**config.mk**
```make
export PLATFORM = sky130hd
export DESIGN_NAME = fdiv_seq
export DESIGN_NICKNAME = d
export VERILOG_FILES = /design/src/rtl/fdiv_seq.sv
export SDC_FILE = /design/constraint.sdc
export NUM_CORES = 1
export LEC_CHECK = 0
export BUFFER_PORTS_ARGS = -buffer_cell sky130_fd_sc_hd__clkbuf_2
export CAP_MARGIN = 10
export CORE_MARGIN = 1.5
export CORE_UTILIZATION = 42
export CTS_CLUSTER_SIZE = 10
export DETAILED_ROUTE_END_ITERATION = 7
export PLACE_DENSITY = 0.7
export SYNTH_ARGS = -nofsm -noshare
export SYNTH_HDL_FRONTEND = slang
export SYNTH_SLANG_ARGS = --single-unit
export TNS_END_PERCENT = 1
```
**constraint.sdc**
```tcl
create_clock -name clk -period 5 [get_ports clk]
set_input_delay 1 -clock clk [delete_from_list [all_inputs] [get_ports clk]]
set_output_delay 1 -clock clk [all_outputs]
set_load 0.05 [all_outputs]
```
**src/rtl/fdiv_seq.sv**
```systemverilog
// fdiv_seq: iterative single-precision divider (out = a / b).
// Restoring radix-2 division, one quotient bit per clock, with a start/busy/done
// handshake. Truncation rounding, no denormals, canonical QNaN 0x7FC00000.
module fdiv_seq (
    input  logic        clk,
    input  logic        rst,
    input  logic        start,
    input  logic [31:0] a,
    input  logic [31:0] b,
    output logic        busy,
    output logic        done,
    output logic [31:0] out
);

    localparam int unsigned REM_W = 26;
    localparam int unsigned DIV_W = 24;
    localparam int unsigned Q_W   = 25;
    localparam int unsigned EXP_W = 10;
    localparam int unsigned CNT_W = 5;

    localparam logic [31:0]      QNAN      = 32'h7FC0_0000;
    localparam logic [CNT_W-1:0] LAST_ITER = CNT_W'(24);

    typedef enum logic [1:0] {IDLE, DIV, NORM, DONE} state_t;

    state_t             state, state_n;
    logic [REM_W-1:0]   rem, rem_n;
    logic [DIV_W-1:0]   div_r, div_n;
    logic [Q_W-1:0]     q, q_n;
    logic               sign, sign_n;
    logic [EXP_W-1:0]   exp_r, exp_n;
    logic [CNT_W-1:0]   cnt, cnt_n;
    logic [31:0]        out_n;
    logic               busy_n, done_n;

    logic               spec_hit;
    logic [31:0]        spec_val;
    logic [EXP_W-1:0]   norm_e;
    logic [22:0]        norm_mant;
    logic [31:0]        norm_val;

    // Special-operand classification of the incoming operands
    always_comb begin
        logic a_ff, b_ff, a_mnz, b_mnz, a_zero, b_zero, s;
        spec_hit = 1'b0;
        spec_val = 32'h0;
        a_ff   = (a[30:23] == 8'hFF);
        b_ff   = (b[30:23] == 8'hFF);
        a_mnz  = (a[22:0] != 23'd0);
        b_mnz  = (b[22:0] != 23'd0);
        a_zero = (a[30:0] == 31'd0);
        b_zero = (b[30:0] == 31'd0);
        s      = a[31] ^ b[31];
        if ((a_ff && a_mnz) || (b_ff && b_mnz)) begin
            spec_hit = 1'b1;
            spec_val = QNAN;
        end else if ((a_ff && b_ff) || (a_zero && b_zero)) begin
            spec_hit = 1'b1;
            spec_val = QNAN;
        end else if (a_ff || b_zero) begin
            spec_hit = 1'b1;
            spec_val = {s, 8'hFF, 23'd0};
        end else if (a_zero || b_ff) begin
            spec_hit = 1'b1;
            spec_val = {s, 31'd0};
        end
    end

    // Normalisation of the 25-bit quotient with range clamping
    always_comb begin
        norm_e    = q[24] ? exp_r : exp_r - EXP_W'(1);
        norm_mant = q[24] ? q[23:1] : q[22:0];
        if ($signed(norm_e) > 10'sd254) begin
            norm_val = {sign, 8'hFF, 23'd0};
        end else if ($signed(norm_e) < 10'sd1) begin
            norm_val = {sign, 31'd0};
        end else begin
            norm_val = {sign, norm_e[7:0], norm_mant};
        end
    end

    // Next-state and datapath update
    always_comb begin
        state_n = state;
        rem_n   = rem;
        div_n   = div_r;
        q_n     = q;
        sign_n  = sign;
        exp_n   = exp_r;
        cnt_n   = cnt;
        out_n   = out;
        case (state)
            IDLE: begin
                if (start) begin
                    if (spec_hit) begin
                        out_n   = spec_val;
                        state_n = DONE;
                    end else begin
                        rem_n   = REM_W'({1'b0, 1'b1, a[22:0]});
                        div_n   = {1'b1, b[22:0]};
                        q_n     = '0;
                        sign_n  = a[31] ^ b[31];
                        exp_n   = EXP_W'({2'b00, a[30:23]}) - EXP_W'({2'b00, b[30:23]})
                                  + EXP_W'(127);
                        cnt_n   = LAST_ITER;
                        state_n = DIV;
                    end
                end
            end
            DIV: begin
                if (rem >= REM_W'(div_r)) begin
                    q_n   = {q[23:0], 1'b1};
                    rem_n = REM_W'((rem - REM_W'(div_r)) << 1);
                end else begin
                    q_n   = {q[23:0], 1'b0};
                    rem_n = REM_W'(rem << 1);
                end
                cnt_n = cnt - CNT_W'(1);
                if (cnt == CNT_W'(0)) begin
                    state_n = NORM;
                end
            end
            NORM: begin
                out_n   = norm_val;
                state_n = DONE;
            end
            DONE: begin
                state_n = IDLE;
            end
            default: begin
                state_n = IDLE;
            end
        endcase
        busy_n = (state_n != IDLE);
        done_n = (state_n == DONE);
    end

    // State and datapath registers with synchronous reset
    always_ff @(posedge clk) begin
        if (rst) begin
            state <= IDLE;
            rem   <= '0;
            div_r <= '0;
            q     <= '0;
            sign  <= 1'b0;
            exp_r <= '0;
            cnt   <= '0;
            out   <= 32'h0;
            busy  <= 1'b0;
            done  <= 1'b0;
        end else begin
            state <= state_n;
            rem   <= rem_n;
            div_r <= div_n;
            q     <= q_n;
            sign  <= sign_n;
            exp_r <= exp_n;
            cnt   <= cnt_n;
            out   <= out_n;
            busy  <= busy_n;
            done  <= done_n;
        end
    end

endmodule

```
-- After elaboration in Yosys (flattened, before gate mapping)
Index checks and enable logic that the tools add are counted.
- add/sub/neg operators: 5
- multipliers: 0
- div/mod/pow operators: 0
- magnitude comparators: 3
- equal/unequal tests: 9
- shift-type cells: 0
- multiplexer cells: 30
- bitwise logic cells: 2
- reductions and logical operators: 20
- operator list (cell ; count):
    32-bit 2-to-1 mux ; 6
    26-bit 2-to-1 mux ; 3
    32-bit one-hot mux with 2 select lines ; 1
    31-bit logical NOT ; 2
    31-bit 2-to-1 mux ; 2
    26-bit one-hot mux with 2 select lines ; 1
    25-bit 2-to-1 mux ; 2
    25-bit one-hot mux with 2 select lines ; 1
    23-bit nonzero test ; 2
    26-bit by 24-bit greater-or-equal comparator with 1-bit output ; 1
    25-bit by 24-bit subtractor with 25-bit output ; 1
    23-bit 2-to-1 mux ; 1
    8-bit == test, second input constant ; 2
    9-bit by 8-bit adder with 10-bit output, second input constant ; 1
    10-bit by 9-bit > comparator with 1-bit output, second input constant ; 1
    10-bit by 2-bit < comparator with 1-bit output, second input constant ; 1
    10-bit 2-to-1 mux ; 1
    5-bit 2-to-1 mux ; 2
    5-bit one-hot mux with 2 select lines ; 1
    10-bit by 1-bit subtractor with 10-bit output, second input constant ; 1
    3-bit AND reduction ; 3
    8-bit by 8-bit subtractor with 9-bit output ; 1
    2-bit one-hot mux with 4 select lines ; 1
    2-bit == test, second input constant ; 3
    12 further kinds ; 28
- register bits after elaboration: 127
- latch bits: 0
- RAM bits: 0
- memory bits (read-only): 0
- input port bits: 67
- output and inout port bits: 34
- word-level logic and storage cells: 79
- memories: 0

-- Logic depth before layout (Yosys ltp)
- depth in word-level cells: 10
- gate-level depth with buffers: 12
- gate-level depth less buffers: 12

-- Worst setup path before layout
OpenSTA, ideal clock, no wires.
- path kind: input to register
- from: input a[23]
- to: register exp_r[7]
- library setup time: 0.086 ns
- arrival: 2.938 ns
- data required time: 4.914 ns
- path slack: 1.976 ns
- stages: 12
- path buffers: 0
- path through: inv_1 -> ha_1 -> inv_1 -> fa_1 -> a21o_1 -> a21oi_1 -> o21ai_0 -> a21oi_1 -> xnor2_1 -> and3_1 -> xnor2_1 -> a211oi_1
- cells in the longest elaborated chain, start to end: 8
- elaborated cells on any way between the ends: 17
- classes of those cells: add/sub: 2; eq/ne: 1; mux: 4; bitwise: 1; reduce/logical: 9
- RTL lines (element ; RTL line ; text):
    start: declaration ; 8 ; input logic [31:0] a,
    parallel branches: the longest is 8 deep, another holds 9-bit by 8-bit adder with 10-bit output ; - ;
    end signal: assignment ; 157 ; exp_r <= exp_n;
    end: declaration ; 31 ; logic [EXP_W-1:0] exp_r, exp_n;
Parallel ways; which one is timed is not known.
A chain may end at the register's enable or synchronous reset.

-- Worst setup path in the final report
- from: register rem[0]
- to: register rem[4]
- cells in the longest elaborated chain, start to end: 3
- elaborated cells on any way between the ends: 4
- classes of those cells: add/sub: 1; order compare: 1; mux: 2
- RTL lines (element ; RTL line ; text):
    start: declaration ; 27 ; logic [REM_W-1:0] rem, rem_n;
    start signal: assignment ; 153 ; rem <= rem_n;
    25-bit by 24-bit subtractor with 25-bit output or 26-bit by 24-bit greater-or-equal comparator with 1-bit output (tied branches) ; 113, 111 ;
    26-bit 2-to-1 mux * ; 111 ; if (rem >= REM_W'(div_r)) begin
    26-bit one-hot mux with 2 select lines * ; 92 ; case (state)
Every way passes the cells marked *; elsewhere a longest branch is shown, timed or not.

==> impl_metrics.json <==
{
  "avgSynthCellArea_um2": 8.34,
  "worstSkewPairLatency_ns": 0.43,
  "cts_num_sinks": 127,
  "die_w_um": 138,
  "finalSetupTns_ns": 0,
  "die_area_um2": 18900,
  "hold_class": "flop to flop",
  "fill_cells": 1714,
  "grt_setup_unrepaired": "false",
  "drive_gt1_share_pct": 20.7,
  "ys_async_sr_fraction_pct": 0,
  "worstPathRequired_ns": 5.30,
  "grt_use_total_pct": 21.3,
  "grt_pass1_vias": 6399,
  "drcViolationCount": 0,
  "setup_viol": 0,
  "cp_slowest_cell": "nand3_2",
  "ant_nets": 0,
  "syn_area_um2": 7610,
  "place.gp.congestion": 0.881,
  "placed_cell_area_um2": 8220,
  "design_area_um2": 8790,
  "slew_violations": 0,
  "antenna_found_initial": 0,
  "io_pins": 101,
  "io_buffers": 100,
  "diodes": 0,
  "avgViaCountPerCell": 5.68,
  "worst-setup-path-type": "flop to flop",
  "synth_nets": 1017,
  "synth_cells": 912,
  "status": "finished, final reports clean",
  "clk_pin_slew_ns": 0.06,
  "grt_max_degree": 66,
  "leakage_uw": 0.00350,
  "die_y_um": 138,
  "ctsLongestPathBuffers": 2,
  "slew_headroom_pct": 28.4,
  "area_delta_synth_final_pct": 15.6,
  "arrival_ns": 3.71,
  "fmax_ghz": 0.292,
  "peakVddDrop_mv": 0.287,
  "grt_pass1_wl_um": 31800,
  "ctsResizeCount": 0,
  "dp_hpwl_um": 13900,
  "end_kind": "flop",
  "worst_pin_slew_ns": 1.07,
  "cts_buffers": 17,
  "hold_buffers": 0,
  "synthFlopType": "dfxtp_1",
  "crit_fanout": 21,
  "wirelength_um": 19500,
  "cp_cell_sequence": "inv_1 > ha_1 > fa_1 > nor2b_1 > o2111a_1 > nor4_4 > nor3_2 > o211ai_4 > nand3_2 > mux2_2 > o2bb2ai_1",
  "ys_seq_elements": 127,
  "fin_util_pct": 49.3,
  "num_vias": 6980,
  "fin_nets": 1091,
  "root_buffer": "clkbuf_16",
  "first_iter_violations": 508,
  "hold_viol_final": 0,
  "core_area_um2": 17800,
  "routedWlPerCell_um": 15.9,
  "rows": 49,
  "fin_crit_ns": 3.42,
  "drt_first_pass_iters": 5,
  "ys_types": 76,
  "post-route-period-util_pct": 68.4,
  "max-cap-violations": 0,
  "postCtsSetupBuffers": 0,
  "ys_seq_area_share_pct": 33.4,
  "clock_skew_ns": 0.00968,
  "start_util_pct": 42.6,
  "overflow": 0,
  "synth_edf_count": 0,
  "critPathLaunchType": "flop",
  "power.density_nw_per_um2": 492,
  "tritoncts": "yes",
  "synth_warnings": 0,
  "h-tree-depth": 4,
  "slowest_delay_ns": 0.52
}
cell type report:
class	count	area (um^2)	share of cell area (%)
clock inverter	15	148	1.68
timing repair buffer	107	556	6.32
multi-input combinational	680	4640	52.7
inverter	53	199	2.26
clock buffer	17	425	4.84
tap	229	287	3.26
sequential	127	2540	28.9
sequential cells by signal, summed over array words and instances (netlist names):
name / count
sign: 1
done: 1
out: 32
q: 25
state: 2
rem: 26
exp_r: 10
div_r: 24
busy: 1
cnt: 5
metal layers:
layer	track usage [%]	share of wire [%]
met1	29.0	47
met2	33.1	46
met3	4.23	5.1
met4	8.25	2.5
met5	0	0
per-stage QoR:
stage | hold WS, ns | worst slack, ns | std cells | power [uW]
5_1_grt | 0.466 | 1.32 | 1228 | 4610
4_1_cts | 0.456 | 1.59 | 1228 | 4320
3_3_place_gp | 0.443 | 1.29 | 1196 | 3110
3_5_place_dp | 0.447 | 1.25 | 1196 | 3120
2_1_floorplan | 0.435 | 1.98 | 912 | 2760
6_report | 0.453 | 1.58 | 1228 | 4330
power breakdown:
group          internal [uW]  total (uW)  switching [uW]
registers               1120        1230             107
clock network            658        1190             535
logic                    784        1910            1120
placed cells by master (no fill, tap or decap), drive strengths merged, types with 5 or more instances in the layout:
| cell type | netlist | routed |
|---|---|---|
| nand3 | 7 | 7 |
| a22oi | 66 | 66 |
| nor4 | 20 | 20 |
| nand2 | 83 | 83 |
| a21o | 6 | 6 |
| inv | 53 | 61 |
| o31a | 5 | 5 |
| mux2i | 13 | 13 |
| o22ai | 18 | 18 |
| o21ai | 27 | 27 |
| mux2 | 24 | 24 |
| nand4 | 20 | 20 |
| xor2 | 10 | 10 |
| clkbuf | 34 | 116 |
| o211ai | 7 | 7 |
| a21oi | 72 | 72 |
| and3 | 5 | 5 |
| nor2b | 10 | 10 |
| dfxtp | 127 | 127 |
| or3 | 10 | 10 |
| o21a | 12 | 12 |
| a211oi | 13 | 13 |
| ha | 36 | 36 |
| or2 | 5 | 5 |
| a31oi | 7 | 7 |
| o31ai | 6 | 6 |
| xnor2 | 31 | 31 |
| nor2 | 90 | 90 |
| nand2b | 8 | 8 |
| nor3 | 26 | 26 |
| buf | 18 | 8 |
synth_stat cells, drive strengths merged (20+ instances only):
cell type,count,share of area [%]
a21oi,72,4.9
a22oi,66,7.8
clkbuf,34,1.7
dfxtp,127,33
ha,36,5.9
inv,53,2.6
mux2,24,3.6
nand2,83,4.1
nand4,20,1.6
nor2,90,4.5
nor3,26,1.8
nor4,20,2.2
o21ai,27,1.8
xnor2,31,3.6
final timing paths:
kind | slack, ns | startpoint | end | depth (start not counted)
worst max-delay path | 1.58 | rem[0]$_SDFFE_PP0P_ | rem[4]$_SDFFE_PP0P_ | 11
worst min-delay path | 0.45 | div_r[18]$_SDFFE_PP0P_ | div_r[18]$_SDFFE_PP0P_ | 2
worst max register to register | 1.58 | rem[0]$_SDFFE_PP0P_ | rem[4]$_SDFFE_PP0P_ | 11
worst min register to register | 0.45 | div_r[18]$_SDFFE_PP0P_ | div_r[18]$_SDFFE_PP0P_ | 2
critical path, delay by kind of cell (launching register included):
family                     cells  cell delay [ns]
and+or+nand+nor                4             1.14
adders and majority gates      2             0.63
AOI/OAI and AO/OA              3             0.62
DFF                            1             0.40
muxes                          1             0.40
buffers and inverters          1             0.07
cell families (layout without fill, tap and decap cells):
family,Yosys count,after routing,synth area share (%)
AOI/OAI and AO/OA,267,267,25.0
xor gates and xnor gates,41,41,4.82
adders and majority gates,38,38,6.45
buffers and inverters,105,192,5.69
DFF,127,127,33.4
muxes,37,37,5.26
and+or+nand+nor,297,297,19.3
No activity file was read; power rests on OpenSTA's default activity.
